`src/rtl/seek_sequencer.sv`:
```
// -----------------------------------------------------------------------------
// seek_sequencer
//
// Head-positioning controller for a stepper-driven floppy head. Accepts seek
// and recalibrate commands on a valid/ready handshake, produces active-low
// step pulses of programmable width and rate, tracks the current cylinder and
// uses the track-0 sensor to find a known position.
//
// Ports
//   clk          in   system clock
//   rst          in   asynchronous active-high reset
//   cmd_valid    in   command present
//   cmd_ready    out  high only while idle
//   cmd_recal    in   1 = recalibrate, 0 = seek
//   cmd_track    in   seek target cylinder (ignored for recalibrate)
//   tr0          in   track-0 sensor, active-high, asynchronous
//   step         out  active-low step pulse to the driver, idles high
//   dir          out  0 = toward center (track+1), 1 = toward edge (track-1)
//   en           out  driver enable, high from acceptance through DONE
//   busy         out  high whenever not idle
//   done         out  one-cycle completion pulse
//   error        out  sticky error, cleared by the next accepted command
//   track_valid  out  cur_track reflects the real head position
//   cur_track    out  current cylinder
//
// Build option
//   TR0_CHECK_EN  when defined, seeks cross-check the track-0 sensor: an
//                 outward seek that finds tr0 early snaps to cylinder 0 with
//                 an error, and a seek that ends on cylinder 0 without tr0
//                 flags an error and invalidates the position. When undefined
//                 tr0 is used only by recalibrate.
//
// States
//   state      | meaning
//   -----------+--------------------------------------------------------
//   IDLE       | waiting for a command, cmd_ready high
//   DIR_SETUP  | dir settled, waiting before the first step falls
//   STEP_LO    | step pulse low
//   STEP_HI    | step high between pulses; next move decided at its end
//   SETTLE     | head settle time after the last step
//   DONE       | completion, done pulse follows on the next cycle
// -----------------------------------------------------------------------------
module seek_sequencer #(
    parameter int unsigned STEP_LOW_CYCLES  = 64,
    parameter int unsigned STEP_HIGH_CYCLES = 2000,
    parameter int unsigned DIR_SETUP_CYCLES = 8,
    parameter int unsigned SETTLE_CYCLES    = 5000,
    parameter int unsigned MAX_TRACK        = 79,
    parameter int unsigned RECAL_LIMIT      = 84
) (
    input  logic       clk,
    input  logic       rst,
    input  logic       cmd_valid,
    output logic       cmd_ready,
    input  logic       cmd_recal,
    input  logic [6:0] cmd_track,
    input  logic       tr0,
    output logic       step,
    output logic       dir,
    output logic       en,
    output logic       busy,
    output logic       done,
    output logic       error,
    output logic       track_valid,
    output logic [6:0] cur_track
);

    localparam logic [2:0] S_IDLE      = 3'd0;
    localparam logic [2:0] S_DIR_SETUP = 3'd1;
    localparam logic [2:0] S_STEP_LO   = 3'd2;
    localparam logic [2:0] S_STEP_HI   = 3'd3;
    localparam logic [2:0] S_SETTLE    = 3'd4;
    localparam logic [2:0] S_DONE      = 3'd5;

    // The timer counts down to zero, so each timed state loads length-1.
    localparam logic [15:0] DIR_SETUP_LD = 16'(DIR_SETUP_CYCLES - 1);
    localparam logic [15:0] STEP_LO_LD   = 16'(STEP_LOW_CYCLES - 1);
    localparam logic [15:0] STEP_HI_LD   = 16'(STEP_HIGH_CYCLES - 1);
    localparam logic [15:0] SETTLE_LD    = 16'(SETTLE_CYCLES - 1);
    localparam logic [6:0]  MAX_TRK      = 7'(MAX_TRACK);
    localparam logic [15:0] RECAL_LIM    = 16'(RECAL_LIMIT);

    logic [2:0]  state_q, state_d;
    logic [15:0] timer_q, timer_d;
    logic [15:0] step_cnt_q, step_cnt_d;
    logic [6:0]  target_q, target_d;
    logic [6:0]  cur_track_q, cur_track_d;
    logic        recal_q, recal_d;
    logic        step_q, step_d;
    logic        dir_q, dir_d;
    logic        en_q, en_d;
    logic        busy_q, busy_d;
    logic        done_q, done_d;
    logic        error_q, error_d;
    logic        track_valid_q, track_valid_d;
    logic        cmd_ready_q, cmd_ready_d;
    logic        tr0_meta_q, tr0_sync_q;
    logic        timer_expired;

    assign timer_expired = (timer_q == 16'd0);

    always_comb begin
        state_d       = state_q;
        timer_d       = timer_expired ? 16'd0 : timer_q - 16'd1;
        step_cnt_d    = step_cnt_q;
        target_d      = target_q;
        cur_track_d   = cur_track_q;
        recal_d       = recal_q;
        dir_d         = dir_q;
        error_d       = error_q;
        track_valid_d = track_valid_q;

        case (state_q)
            S_IDLE: begin
                if (cmd_valid && cmd_ready_q) begin
                    error_d = 1'b0;
                    recal_d = cmd_recal;
                    if (cmd_recal) begin
                        if (tr0_sync_q) begin
                            // Already sitting on track 0: no motion needed.
                            cur_track_d   = 7'd0;
                            track_valid_d = 1'b1;
                            state_d       = S_SETTLE;
                            timer_d       = SETTLE_LD;
                        end else begin
                            dir_d      = 1'b1;
                            step_cnt_d = 16'd0;
                            state_d    = S_DIR_SETUP;
                            timer_d    = DIR_SETUP_LD;
                        end
                    end else if (!track_valid_q || (cmd_track > MAX_TRK)) begin
                        error_d = 1'b1;
                        state_d = S_DONE;
                    end else if (cmd_track == cur_track_q) begin
                        state_d = S_DONE;
                    end else begin
                        target_d = cmd_track;
                        dir_d    = (cmd_track < cur_track_q);
                        state_d  = S_DIR_SETUP;
                        timer_d  = DIR_SETUP_LD;
                    end
                end
            end

            S_DIR_SETUP: begin
                if (timer_expired) begin
                    state_d = S_STEP_LO;
                    timer_d = STEP_LO_LD;
                end
            end

            S_STEP_LO: begin
                if (timer_expired) begin
                    state_d = S_STEP_HI;
                    timer_d = STEP_HI_LD;
                    if (recal_q) begin
                        step_cnt_d = step_cnt_q + 16'd1;
                    end else if (dir_q) begin
                        // Seek targets are range-checked, so these guards
                        // only matter if the position was corrupted.
                        if (cur_track_q != 7'd0) cur_track_d = cur_track_q - 7'd1;
                    end else begin
                        if (cur_track_q != MAX_TRK) cur_track_d = cur_track_q + 7'd1;
                    end
                end
            end

            S_STEP_HI: begin
                if (timer_expired) begin
                    if (recal_q) begin
                        if (tr0_sync_q) begin
                            cur_track_d   = 7'd0;
                            track_valid_d = 1'b1;
                            state_d       = S_SETTLE;
                            timer_d       = SETTLE_LD;
                        end else if (step_cnt_q >= RECAL_LIM) begin
                            error_d       = 1'b1;
                            track_valid_d = 1'b0;
                            state_d       = S_DONE;
                        end else begin
                            state_d = S_STEP_LO;
                            timer_d = STEP_LO_LD;
                        end
                    end else begin
`ifdef TR0_CHECK_EN
                        if (dir_q && tr0_sync_q && (cur_track_q != 7'd0)) begin
                            // Head reached the stop before the count said so.
                            cur_track_d = 7'd0;
                            error_d     = 1'b1;
                            state_d     = S_SETTLE;
                            timer_d     = SETTLE_LD;
                        end else if (cur_track_q == target_q) begin
                            if ((target_q == 7'd0) && !tr0_sync_q) begin
                                error_d       = 1'b1;
                                track_valid_d = 1'b0;
                            end
                            state_d = S_SETTLE;
                            timer_d = SETTLE_LD;
                        end else begin
                            state_d = S_STEP_LO;
                            timer_d = STEP_LO_LD;
                        end
`else
                        if (cur_track_q == target_q) begin
                            state_d = S_SETTLE;
                            timer_d = SETTLE_LD;
                        end else begin
                            state_d = S_STEP_LO;
                            timer_d = STEP_LO_LD;
                        end
`endif
                    end
                end
            end

            S_SETTLE: begin
                if (timer_expired) begin
                    state_d = S_DONE;
                end
            end

            S_DONE: begin
                state_d = S_IDLE;
            end

            default: begin
                state_d = S_IDLE;
                timer_d = 16'd0;
            end
        endcase
    end

    // Outputs are registered from the next state so step width and dir setup
    // time line up exactly with the timed states. done is taken one cycle
    // after the DONE state.
    always_comb begin
        step_d      = (state_d != S_STEP_LO);
        en_d        = (state_d != S_IDLE);
        busy_d      = (state_d != S_IDLE);
        cmd_ready_d = (state_d == S_IDLE);
        done_d      = (state_q == S_DONE);
    end

    always_ff @(posedge clk or posedge rst) begin
        if (rst) begin
            state_q       <= S_IDLE;
            timer_q       <= 16'd0;
            step_cnt_q    <= 16'd0;
            target_q      <= 7'd0;
            cur_track_q   <= 7'd0;
            recal_q       <= 1'b0;
            step_q        <= 1'b1;
            dir_q         <= 1'b0;
            en_q          <= 1'b0;
            busy_q        <= 1'b0;
            done_q        <= 1'b0;
            error_q       <= 1'b0;
            track_valid_q <= 1'b0;
            cmd_ready_q   <= 1'b1;
            tr0_meta_q    <= 1'b0;
            tr0_sync_q    <= 1'b0;
        end else begin
            state_q       <= state_d;
            timer_q       <= timer_d;
            step_cnt_q    <= step_cnt_d;
            target_q      <= target_d;
            cur_track_q   <= cur_track_d;
            recal_q       <= recal_d;
            step_q        <= step_d;
            dir_q         <= dir_d;
            en_q          <= en_d;
            busy_q        <= busy_d;
            done_q        <= done_d;
            error_q       <= error_d;
            track_valid_q <= track_valid_d;
            cmd_ready_q   <= cmd_ready_d;
            tr0_meta_q    <= tr0;
            tr0_sync_q    <= tr0_meta_q;
        end
    end

    assign cmd_ready   = cmd_ready_q;
    assign step        = step_q;
    assign dir         = dir_q;
    assign en          = en_q;
    assign busy        = busy_q;
    assign done        = done_q;
    assign error       = error_q;
    assign track_valid = track_valid_q;
    assign cur_track   = cur_track_q;

endmodule

```
`config.mk`:
```
export PLATFORM = sky130hd
export DESIGN_NAME = seek_sequencer
export DESIGN_NICKNAME = d
export VERILOG_FILES = /design/src/rtl/seek_sequencer.sv
export SDC_FILE = /design/constraint.sdc
export NUM_CORES = 1
export LEC_CHECK = 0
export CAP_MARGIN = 40
export CORE_UTILIZATION = 55
export DETAILED_ROUTE_END_ITERATION = 10
export GPL_ROUTABILITY_DRIVEN = 0
export GPL_TIMING_DRIVEN = 0
export PLACE_DENSITY = 0.72
export SLEW_MARGIN = 40
export SYNTH_ARGS = -nofsm -noshare
export SYNTH_HDL_FRONTEND = slang
export SYNTH_SLANG_ARGS = --single-unit
```
`constraint.sdc`:
```
create_clock -name clk -period 2.3 [get_ports clk]
set_input_delay 0.23 -clock clk [delete_from_list [all_inputs] [get_ports clk]]
set_output_delay 0.23 -clock clk [all_outputs]
set_load 0.05 [all_outputs]
```
## After elaboration in Yosys (flattened, before gate mapping)

Cells that the tools add are included.

- Register bits after elaboration: 59
- Input bits: 12
- Word-level logic and storage cells: 135

- $add $sub $neg: 4
- $lt $le $gt $ge: 3
- Equal/unequal tests: 26
- Muxes and demuxes: 65
- Bitwise logic cells: 3
- Reduce and logical (&&, ||, !) cells: 19

Operator list:

| kind | number |
|---|---|
| $mux 16 | 16 |
| $pmux 16 s5 | 1 |
| $mux 7 | 10 |
| $mux 3 | 13 |
| $pmux 16 s2 | 1 |
| $ne 2x2->1 const B | 14 |
| $mux 13 | 2 |
| $pmux 7 s3 | 1 |
| $mux 1 | 18 |
| $add 16x1->16 const B | 1 |
| $ge 16x7->1 const B | 1 |
| $logic_not 16->1 | 1 |
| $sub 16x1->16 const B | 1 |
| $pmux 3 s5 | 1 |
| $eq 7x7->1 | 2 |
| $reduce_and 6->1 | 2 |
| $reduce_and 5->1 | 2 |
| $ne 3x3->1 const B | 3 |
| $reduce_and 9->1 | 1 |
| $add 7x1->7 const B | 1 |
| $gt 7x7->1 const B | 1 |
| $lt 7x7->1 | 1 |
| $ne 7x7->1 const B | 1 |
| $reduce_and 7->1 | 1 |
| 16 further kinds | 24 |

## Depth between registers and ports, before layout

- Word-level depth: 7
- Depth in mapped cells: 9
- Gate-level depth less buffers: 7

## Least setup slack after synthesis

Ideal clock, no wire load.

- Path type: register to register
- Start point: register dir_q, in the netlist dir
- End point: register cur_track_q[6], in the netlist cur_track[6]
- Library setup time: 0.140 ns
- Data arrival time: 2.106 ns
- Setup slack: 0.054 ns
- Cell stages (with the launch flop): 6
- Buffers on the path: 0
- Period minus slack after synthesis: 2.246 ns
- Cell sequence: dfrtp_1 > fa_1 > a211oi_1 > nor4b_1 > o311ai_0 > o22ai_1

- Word-level cells in the longest chain between the ends: 4

RTL lines:

| element | RTL line | source |
|---|---|---|
| start, declared | 90 | `logic dir_q, dir_d;` |
| start signal, assigned | 270 | `dir_q <= dir_d;` |
| $mux 7 | 158 | `end else if (dir_q) begin` |
| $mux 7 | 156 | `if (recal_q) begin` |
| $mux 7 | 153 | `if (timer_expired) begin` |
| $pmux 7 s3 | 113 | `case (state_q)` |
| end signal, assigned | 267 | `cur_track_q <= cur_track_d;` |
| end, declared | 87 | `logic [6:0] cur_track_q, cur_track_d;` |

Parallel ways exist; a longest one is shown, timed or not. The select of a mux whose other input is x is not followed.
A chain may end at the register's enable or synchronous reset.

## Worst setup path in the final report

- Start point: register timer_q[0]
- End point: register cur_track_q[0], in the netlist cur_track[0]

- Word-level cells in the longest chain between the ends: 3

RTL lines:

| element | RTL line | source |
|---|---|---|
| start, declared | 84 | `logic [15:0] timer_q, timer_d;` |
| start signal, assigned | 264 | `timer_q <= timer_d;` |
| $logic_not 16->1 * | 100 | `assign timer_expired = (timer_q == 16'd0);` |
| $ne 2x2->1 (no source line) | - |  |
| $reduce_and 9->1 (no source line) * | - |  |

Mark *: on every way between the ends. The rest lies on a longest branch, timed or not.

==> results.toml <==
[run_status]
status = "finished clean"

[layout]
utilization_pct = 67.1
fin_cells = 557
final_cell_area_mm2 = 0.00456
area_growth_pct = 17.2
drive_gt1_share_pct = 14.8
diodes = 0
final_nets = 485

[logic_synthesis]
yosys_most_used_dff = "dfrtp_1"
synthArstFlopShare_pct = 100
yosysUniqueCellTypes = 70
ys_seq_area_share_pct = 38.0
syn_area_mm2 = 0.00389
synth_nets = 446
synth-edff-count = 0
synthCells = 417
yosys_warnings = 0
avgSynthCellArea_um2 = 9.32
ys_seq_elements = 59

[die]
floorplan.initialDensity_pct = 57.2
fp.dieW_um = 86.1
fp.dieH_um = 86.1
io_pins = 27
core-area_mm2 = 0.00679
row_count = 30
die-area_mm2 = 0.00741

[global_route]
overflow = 0
grt_max_degree = 31
grt_pass1_vias = 3173
grt_usage_pct = 26.8
grt_pass1_wl_um = 15200
antenna_found_initial = 0

[sta]
grt_setup_unrepaired = "true"
relSlewSlack_pct = 50.7
clock.fmax_ghz = 0.454
finalHoldViolations = 0
worst_pin_slew_ns = 0.736
whs_ns = 0.232
min_period_ns = 2.20
setup_violations = 0
fin_crit_sh_pct = 95.7
setup_tns_ns = 0
fin_worst_skew_ns = 0.00596
slew_violations = 0

[setup_path]
start_kind = "register"
worstPathArrival_ns = 2.43
crit_fanout = 8
r2r_setup_slack_ns = 0.1
required_ns = 2.52
worstSetupPathType = "reg2reg"
end_kind = "register"

[detailed_routing]
drt_iter0_drc = 197
drc = 0
drt_pass1_iterations = 4
via_per_inst = 5.88
wirelength_um = 8990
ant_nets = 0
routedWlPerCell_um = 16.1
routed-via-count = 3276

[placed_design]
io_buffers = 25
dp_cells = 539
place_hpwl_um = 6730
post_dp_cell_area_mm2 = 0.00428

[cts]
cts.sink_count = 59
clockRootBuffer = "clkbuf_8"
clk_latency_ns = 0.34
cts_buffers = 9
tritoncts = "done"
clk_pin_slew_ns = 0.07
h-tree-depth = 3
cts_max_path_buffers = 2
ctsHoldBuffers = 0

[worst_hold_path]
min_path_type = "in2async"

[power]
p_leak_uw = 0.00189
ir_drop_mv = 0.322
powerDensity_mw_per_mm2 = 450

[run]
cap_violations = 0
-- worst max-delay path, stage by stage (launching register included) --
cell and delay, ns:
dfrtp_1 0.43, inv_1 0.10, ha_1 0.16, nor4b_2 0.25
and4_1 0.26, buf_6 0.16, a211oi_2 0.09, or2_1 0.23
buf_6 0.14, mux2_2 0.26
-- sequential cells by signal, indices dropped and copies added, names as in the netlist --
register and flops:
target_q 7, tr0_meta_q 1, cmd_ready 1, done 1, busy 1, error 1
track_valid 1, dir 1, cur_track 7, state_q 3, timer_q 16, step 1
tr0_sync_q 1, step_cnt_q 16, recal_q 1
-- placed cells by master, fill, tap and decap left out, types with 4 or more instances in the layout --
cell              n
o2111ai_1         8
dfrtp_2           5
a211oi_2          4
dfrtp_1          52
nand4_1           6
or4_1             4
o21a_1            7
mux2_2            7
nand4b_1          4
a22o_1            4
nand3_1          11
xor2_1           17
ha_1             16
buf_4             4
nand2_1          25
o21ai_0          23
nor4_1            5
or3_1             5
inv_1            22
clkbuf_1          7
nand2b_1          6
clkdlybuf4s50_1  25
nor2_1           35
a21oi_1          22
xnor2_1          15
o211ai_1          8
clkbuf_8         14
nor3_1           17
and3_1            8
or2_2             4
-- per-stage QoR --
step / power (µW) / setup slack, ns
2_1_floorplan: 1100 / 0.0539
6_report: 2050 / 0.0989
3_5_place_dp: 1140 / -0.103
4_1_cts: 2070 / 0.00592
5_1_grt: 2130 / -0.0114
3_3_place_gp: 1130 / -0.465
-- logic make-up (layout without fill, tap and decap cells) --
| group | Yosys count | after routing | synth area share [%] |
|---|---|---|---|
| fa+ha+maj | 17 | 17 | 5.66 |
| mux | 7 | 7 | 2.03 |
| buf+inv | 40 | 84 | 4.60 |
| compound gates | 107 | 107 | 19.6 |
| xor+xnor | 32 | 32 | 7.21 |
| simple gates | 155 | 155 | 22.8 |
| flops | 59 | 59 | 38.0 |
-- cell type report --
cell class	instances	area, µm²
plain buffers	17	98.8
clock buffers	15	196
clock inverters	1	5.00
fillers	532	2240
inverters	23	88.8
multi-input cells	318	2280
flip-flops and latches	59	1490
well taps	96	120
repair buffers	28	285
-- final timing paths --
kind                       startpoint      endpoint  depth (start not counted)
min reg2reg                tr0_meta_q    tr0_sync_q                          0
max in group asynchronous         rst     cmd_ready                          3
min in group clk                  tr0    tr0_meta_q                          1
max                        timer_q[0]  cur_track[0]                          9
min                               rst   timer_q[13]                          2
max reg2reg                timer_q[0]  cur_track[0]                          9
-- power breakdown --
group	switching (µW)	internal, µW	leakage, µW	total (µW)
Sequential	0.405	1040	0.000748	1040
Clock	398	537	0.000106	935
Combinational	45.5	30.5	0.00104	76.1
-- metal layers --
layer	GRT usage (%)	up-vias	wire length [µm]
li1	-	1621	-
met2	40.5	79	4090
met3	6.35	16	372
met4	10.2	0	180
met1	37.2	1560	4350
met5	0	-	0
-- synth_stat cells, types with 5 or more instances --
cell       count  area [µm²]
and3_1         8        50.1
mux2_2         7        78.8
or3_1          5        31.3
a21oi_1       22         110
xnor2_1       15         131
ha_1          16         200
o211ai_1       8        60.1
nor2_1        35         131
nand2_1       25        93.8
nand2b_1       6        37.5
o21a_1         7        52.6
o21ai_0       23         115
nor3_1        18        90.1
o2111ai_1      8        70.1
xor2_1        17         149
dfrtp_1       57        1430
nor4_1         5        31.3
clkbuf_1       7        26.3
inv_1         23        86.3
buf_2          5        25.0
nand3_1       11        55.1
nand4_1        6        37.5
-- timing repair --
action                                  CTS  global route
setup buffers                             1             1
gates resized for setup                   1            16
endpoints found under the setup margin   10            30
endpoints found under the hold margin     0             0
pin swaps                                 1             2
Power figures use the tool's default switching activity.
